[src/rtl/imem_loader.sv]
// Instruction-memory loader: receives a 16-bit word count and big-endian program bytes,
// writes packed 32-bit words to consecutive imem addresses and holds the CPU until done.
module imem_loader #(
  parameter int ADDR_WIDTH = 8,
  parameter int BASE_ADDR  = 0
) (
  input  logic                  clk,
  input  logic                  reset,
  input  logic                  start,
  input  logic [7:0]            in_data,
  input  logic                  in_valid,
  output logic                  in_ready,
  output logic                  mem_we,
  output logic [ADDR_WIDTH-1:0] mem_addr,
  output logic [31:0]           mem_wdata,
  output logic                  cpu_hold,
  output logic                  done,
  output logic                  error
);

  typedef enum logic [2:0] {
    S_IDLE, S_LEN_HI, S_LEN_LO, S_BYTES, S_WRITE, S_DONE
  } state_t;

  localparam longint unsigned CAPACITY = (64'd1 << ADDR_WIDTH) - 64'(BASE_ADDR);

  state_t                state_q, state_d;
  logic [15:0]           n_q, n_d;
  logic [1:0]            byte_cnt_q, byte_cnt_d;
  logic [ADDR_WIDTH-1:0] index_q, index_d;
  logic [23:0]           word_q, word_d;
  logic                  in_ready_q, in_ready_d;
  logic                  mem_we_q, mem_we_d;
  logic [ADDR_WIDTH-1:0] mem_addr_q, mem_addr_d;
  logic [31:0]           mem_wdata_q, mem_wdata_d;
  logic                  cpu_hold_q, cpu_hold_d;
  logic                  done_q, done_d;
  logic                  error_q, error_d;

  logic        xfer;
  logic [15:0] n_len;
  logic        too_big;
  logic        last_word;

  assign xfer      = in_valid & in_ready_q;
  assign n_len     = {n_q[15:8], in_data};
  assign too_big   = 64'(n_len) > CAPACITY;
  assign last_word = (32'(index_q) == (32'(n_q) - 32'd1));

  always_ff @(posedge clk) begin
    if (reset) begin
      state_q     <= S_IDLE;
      n_q         <= '0;
      byte_cnt_q  <= '0;
      index_q     <= '0;
      word_q      <= '0;
      in_ready_q  <= 1'b0;
      mem_we_q    <= 1'b0;
      mem_addr_q  <= '0;
      mem_wdata_q <= '0;
      cpu_hold_q  <= 1'b1;
      done_q      <= 1'b0;
      error_q     <= 1'b0;
    end else begin
      state_q     <= state_d;
      n_q         <= n_d;
      byte_cnt_q  <= byte_cnt_d;
      index_q     <= index_d;
      word_q      <= word_d;
      in_ready_q  <= in_ready_d;
      mem_we_q    <= mem_we_d;
      mem_addr_q  <= mem_addr_d;
      mem_wdata_q <= mem_wdata_d;
      cpu_hold_q  <= cpu_hold_d;
      done_q      <= done_d;
      error_q     <= error_d;
    end
  end

  always_comb begin
    state_d = state_q;
    case (state_q)
      S_IDLE:   if (start) state_d = S_LEN_HI;
      S_LEN_HI: if (xfer) state_d = S_LEN_LO;
      S_LEN_LO: begin
        if (xfer) begin
          if (n_len == 16'd0 || too_big) state_d = S_DONE;
          else                           state_d = S_BYTES;
        end
      end
      S_BYTES:  if (xfer && byte_cnt_q == 2'd3) state_d = S_WRITE;
      S_WRITE:  state_d = last_word ? S_DONE : S_BYTES;
      S_DONE:   if (start) state_d = S_LEN_HI;
      default:  state_d = S_IDLE;
    endcase
  end

  // Registered outputs are derived from the next state so they line up with state_q.
  always_comb begin
    n_d         = n_q;
    byte_cnt_d  = byte_cnt_q;
    index_d     = index_q;
    word_d      = word_q;
    mem_addr_d  = mem_addr_q;
    mem_wdata_d = mem_wdata_q;
    error_d     = error_q;
    in_ready_d  = (state_d == S_LEN_HI) || (state_d == S_LEN_LO) || (state_d == S_BYTES);
    mem_we_d    = (state_d == S_WRITE);
    done_d      = (state_d == S_DONE);
    cpu_hold_d  = (state_d != S_DONE);
    case (state_q)
      S_IDLE, S_DONE: begin
        if (start) begin
          n_d        = '0;
          byte_cnt_d = '0;
          index_d    = '0;
          word_d     = '0;
          error_d    = 1'b0;
        end
      end
      S_LEN_HI: if (xfer) n_d[15:8] = in_data;
      S_LEN_LO: begin
        if (xfer) begin
          n_d        = n_len;
          index_d    = '0;
          byte_cnt_d = '0;
          if (too_big) error_d = 1'b1;
        end
      end
      S_BYTES: begin
        if (xfer) begin
          word_d     = {word_q[15:0], in_data};
          byte_cnt_d = byte_cnt_q + 2'd1;
          if (byte_cnt_q == 2'd3) begin
            mem_wdata_d = {word_q, in_data};
            mem_addr_d  = ADDR_WIDTH'(BASE_ADDR) + index_q;
          end
        end
      end
      S_WRITE: if (!last_word) index_d = index_q + 1'b1;
      default: ;
    endcase
  end

  assign in_ready  = in_ready_q;
  assign mem_we    = mem_we_q;
  assign mem_addr  = mem_addr_q;
  assign mem_wdata = mem_wdata_q;
  assign cpu_hold  = cpu_hold_q;
  assign done      = done_q;
  assign error     = error_q;

endmodule

[config.mk]
export PLATFORM = sky130hd
export DESIGN_NAME = imem_loader
export DESIGN_NICKNAME = d
export VERILOG_FILES = /design/src/rtl/imem_loader.sv
export SDC_FILE = /design/constraint.sdc
export NUM_CORES = 1
export LEC_CHECK = 0
export CORE_MARGIN = 2
export CORE_UTILIZATION = 41
export CTS_BUF_LIST = sky130_fd_sc_hd__clkbuf_16
export DETAILED_ROUTE_END_ITERATION = 10
export HOLD_SLACK_MARGIN = 0.03
export PLACE_DENSITY_LB_ADDON = 0.2
export SYNTH_ARGS = -nofsm -noshare
export SYNTH_HDL_FRONTEND = slang
export SYNTH_SLANG_ARGS = --single-unit
[constraint.sdc]
create_clock -name clk -period 2.8 [get_ports clk]
set_input_delay 0.7 -clock clk [delete_from_list [all_inputs] [get_ports clk]]
set_output_delay 0.7 -clock clk [all_outputs]
set_load 0.02 [all_outputs]
; Yosys cells after proc, flatten, opt, wreduce, memory -nomap -nowiden
; Index checks and enable logic that the tools add are counted.
; Widths: inputs -> output; s select.
[totals]
out_inout_bits = 45
register_bits = 98
inputBits = 12
[classes]
add_sub_neg = 3
magnitude_cmp = 1
n_reduce_logical = 19
n_bitwise = 2
n_eq_ne = 19
n_mux = 27
[op_table]
columns = operator, n
row1 = $mux 24, 2
row2 = $pmux 24 s2, 1
row3 = $pmux 8 s3, 2
row4 = $mux 8, 5
row5 = $eq 8x32->1, 1
row6 = $mux 3, 6
row7 = $sub 16x1->17 const B, 1
row8 = $gt 16x9->1 const B, 1
row9 = $logic_not 16->1, 1
row10 = $mux 16, 1
row11 = $pmux 8 s2, 1
row12 = $reduce_and 4->1, 4
row13 = $pmux 3 s5, 1
row14 = $eq 3x2->1 const B, 4
row15 = $eq 3x3->1 const B, 4
row16 = $ne 2x2->1 const B, 5
row17 = $reduce_and 3->1, 3
row18 = $add 8x1->8 const B, 1
row19 = $eq 3x1->1 const B, 2
row20 = $mux 2, 3
row21 = $pmux 2 s3, 1
row22 = $reduce_bool 2->1, 3
row23 = $reduce_bool 3->1, 2
row24 = $logic_not 3->1, 1
row25 = other kinds (11), 15

; Logic depth before layout (Yosys ltp)
[logic_depth]
depth_word = 8
depth_mapped = 10
mapped_depth_nobuf = 9

; Worst setup path after synthesis
; Ideal clock, no wire load.
[synth_timing]
path_type = flip-flop to flip-flop
start = reg n_q[0]
end = reg done_q (netlist: done)
t_required_ns = 2.740
path_buffers = 0
path_slack_ns = 0.485
t_arrival_ns = 2.255
path_stages_with_launch = 10
path_cell_list = dfxtp_1 > inv_1 > ha_1 > nor2b_1 > or3_1 > a31oi_1 > and3_1 > or4b_4 > a21oi_2 > and2_1
[synth_via]
elab_chain_len = 5
[synth_rtl]
columns = item, line
row1 = "start, declared", 28  ; logic [15:0] n_q, n_d;
row2 = "start signal, assigned", 66  ; n_q <= n_d;
row3 = $sub 16x1->17, 48  ; assign last_word = (32'(index_q) == (32'(n_q) - 32'd1));
row4 = $eq 8x32->1, 48
row5 = $mux 3, 92  ; S_WRITE: state_d = last_word ? S_DONE : S_BYTES;
row6 = $pmux 3 s5, 82  ; case (state_q)
row7 = $eq 3x3->1, 109  ; done_d = (state_d == S_DONE);
row8 = "end signal, assigned", 75  ; done_q <= done_d;
row9 = "end, declared", 37  ; logic done_q, done_d;
; No other way between the ends.
; A chain may end at the register's enable or synchronous reset.

; Worst setup path in the final report
; Same ends and word-level chain as after synthesis.

==> impl_metrics.env <==
export IMPL_outcome="finished, final reports clean"
export IMPL_switchingPower_uw=756
export IMPL_nFillCells=1038
export IMPL_routed_wirelength_um=10700
export IMPL_synth_top_area_share_pct=45.5
export IMPL_ys_types=59
export IMPL_seq_power_share_pct=49.8
export IMPL_place_congestion=0.837
export IMPL_clockBufferDepth=2
export IMPL_routedWlPerCell_um=14.6
export IMPL_netlist_instances=548
export IMPL_tightest_slew_ns=0.553
export IMPL_cp_start_kind="register"
export IMPL_cp_arrival_ns=2.86
export IMPL_leakage_uw=0.00179
export IMPL_max_stage_delay_ns=0.53
export IMPL_wl_met1_um=5200
export IMPL_post_place_ws_ns=0.178
export IMPL_synth_edf_count=0
export IMPL_drv_slew=0
export IMPL_cp_required_ns=3.08
export IMPL_cp_top_family="simple AND/OR/NAND/NOR gates"
export IMPL_grt_overflow_total=0
export IMPL_yosysWarnings=0
export IMPL_relSlewSlack_pct=62.8
export IMPL_die_w_um=107
export IMPL_synth_most_common_cell="nand2_1"
export IMPL_synth_seq_cells=98
export IMPL_core_area_mm2=0.0103
export IMPL_cts_root_buf="clkbuf_16"
export IMPL_die_h_um=107
export IMPL_post_cts_buffers=0
export IMPL_wl_met2_um=4920
export IMPL_crit_fanout=6
export IMPL_vias=3942
export IMPL_syn_avg_cell_area_um2=7.86
export IMPL_rows=37
export IMPL_register_area_mm2=0.00196
export IMPL_grt_setup_unrepaired="no"
export IMPL_grt_antenna_before_repair=0
export IMPL_period_share_pct=92.4
export IMPL_yosys_top_cells_count="nand2_1 (125), dfxtp_1 (98), a21oi_1 (91)"
export IMPL_cts_tree="yes"
export IMPL_powerDensity_mw_per_mm2=547
export IMPL_synth_top_area_cell="dfxtp_1"
export IMPL_vdd_drop_max_mv=0.279
export IMPL_hp_class="register to register"
export IMPL_syn_area_mm2=0.00431
export IMPL_cellInternalPower_uw=2130
export IMPL_period_needed_ns=2.59
export IMPL_h_tree_depth=3
export IMPL_ioPinCount=57
export IMPL_start_util_pct=41.9
export IMPL_hold_violations=0
export IMPL_maxCapViolations=0
export IMPL_dr_pass1_iters=5
export IMPL_grt_pass1_wl_um=17700
export IMPL_cp_end_kind="register"
export IMPL_ant_nets=0
export IMPL_p_clk_share_pct=38.4
export IMPL_setup_viol=0
export IMPL_async_flop_share_pct=0
export IMPL_synth_net_count=563
export IMPL_clk_pin_slew_worst_paths_ns=0.07
export IMPL_drive_gt1_share_pct=8.18
export IMPL_numPortBuffers=56
export IMPL_grt_max_degree=41
export IMPL_swShare_pct=26.2
export IMPL_cts_buffers=9
export IMPL_grt_pass1_vias=3625
export IMPL_drc_errors=0
export IMPL_clock_skew_ns=0.00718
export IMPL_hpwl_um=7530
export IMPL_path_cells="inv_1 > ha_1 > xnor2_1 > nor4_1 > nand4_2 > or4b_4 > a21oi_2 > and2_1"
export IMPL_fin_tns_setup_ns=0
export IMPL_area_delta_synth_final_pct=22.6
export IMPL_cp_slowest_cell="or4b_4"
export IMPL_maxUsedRoutingLayer="met4"
export IMPL_met3WireLength_um=519
export IMPL_dr_first_iter_drc_count=199
export IMPL_clock_sinks=98
export IMPL_criticalPathCategory="register to register"
export IMPL_grt_usage_pct=19.2
export IMPL_synth_seq_area_share_pct=45.5
export IMPL_synth_top_cells_by_area="dfxtp_1 (46%), nand2_1 (11%), a21oi_1 (11%)"
export IMPL_num_antenna_cells=0
export IMPL_comb_power_share_pct=11.8
export IMPL_clk_insertion_delay_late_ns=0.34
export IMPL_nets=610
export IMPL_crit_buf_inv=1
export IMPL_ctsHoldBuffers=0
export IMPL_ys_flop_type="dfxtp_1"
export IMPL_fmaxAchievable_mhz=387
export IMPL_viasPerCell=5.36
export IMPL_dieArea_mm2=0.0113
export IMPL_multiInputGateArea_mm2=0.00216
export IMPL_setup_slack_ns=0.214
-- sequential cells by signal, indices dropped and copies added, names as in the netlist, 2 cells and up --
register,flops
n_q,16
byte_cnt_q,2
mem_wdata,32
index_q,8
word_q,24
state_q,3
mem_addr,8
-- final cells by class --
class / instances / share of cell area, %
multi-input combinational: 403 / 40.9
clock buffer: 9 / 4.27
inverter: 8 / 0.569
tap: 136 / 3.22
sequential: 98 / 37.2
timing repair buffer: 75 / 13.2
clock inverter: 6 / 0.687
-- stage by stage --
step           cells  power, uW  instance area, um2  hold slack, ns  util (%)
2_1_floorplan    548       1700                4310           0.432         -
3_3_place_gp     720       1800                5010           0.441      48.8
3_5_place_dp     720       1810                5010           0.445      48.8
4_1_cts          735       2910                5270           0.452      51.3
5_1_grt          735       3010                5280           0.464      51.4
6_report         735       2890                5280           0.450      51.4
-- tightest hold or removal path, delay by kind of cell, from the launching register on --
kind	cells	cell delay (ns)
and+or+nand+nor	1	0.05
AOI/OAI and AO/OA	1	0.05
DFF	1	0.31
-- placed cells by master, fill, tap and decap left out, types with 2 or more instances in the layout --
master           count
nand2_1            125
dfxtp_1             98
a21oi_1             91
clkdlybuf4s50_1     55
nand3_1             31
nor2_1              28
buf_4               19
o21ai_0             13
inv_1               10
nor2b_1             10
clkbuf_16            9
nor4b_1              8
nand4_1              7
or3_1                6
nor4_1               6
xnor2_1              6
nand2b_1             5
o211ai_1             4
or4_1                4
nor3_2               3
a31oi_1              3
and2_1               3
o31ai_1              3
ha_1                 3
o21ai_1              2
or2_2                2
nand3b_1             2
a211oi_1             2
nor4_2               2
xor2_1               2
mux2i_1              2
o22ai_1              2
and3_1               2
clkinvlp_4           2
-- path summary, 6_finish.rpt --
path / start / to / slack, ns / depth (start not counted)
setup reg to reg: n_q[0] / done / 0.21 / 8
hold / removal: word_q[19] / mem_wdata[27] / 0.45 / 2
setup / recovery: n_q[0] / done / 0.21 / 8
hold reg to reg: word_q[19] / mem_wdata[27] / 0.45 / 2
-- power groups by stage --
stage | sequential (uW) | clock (uW) | combinational, uW
5_1_grt | 1440 | 1200 | 373
6_report | 1440 | 1110 | 341
3_5_place_dp | 1470 | 0 | 336
4_1_cts | 1440 | 1140 | 337
3_3_place_gp | 1470 | 0 | 332
2_1_floorplan | 1460 | 0 | 241
-- cells by family after synthesis --
logic type | share of synthesized area (%)
buffers and inverters | 4.59
AO/OA/AOI/OAI | 17.4
XOR/XNOR | 1.63
multiplexers | 0.465
AND/OR/NAND/NOR | 29.5
adder cells (fa/ha/maj) | 0.871
flip-flops | 45.5
-- timing repair --
| action | 4_1_cts | 5_1_grt |
|---|---|---|
| resized for setup | 0 | 2 |
| setup endpoints to repair | 0 | 5 |
| endpoints found under the hold margin | 0 | 0 |
-- metal layers --
layer	vias to the layer above	GRT usage, %
met4	0	4.92
met5	-	0
met1	1823	27.2
li1	1994	-
met2	115	29.8
met3	10	4.11
Power figures use the tool's default switching activity.
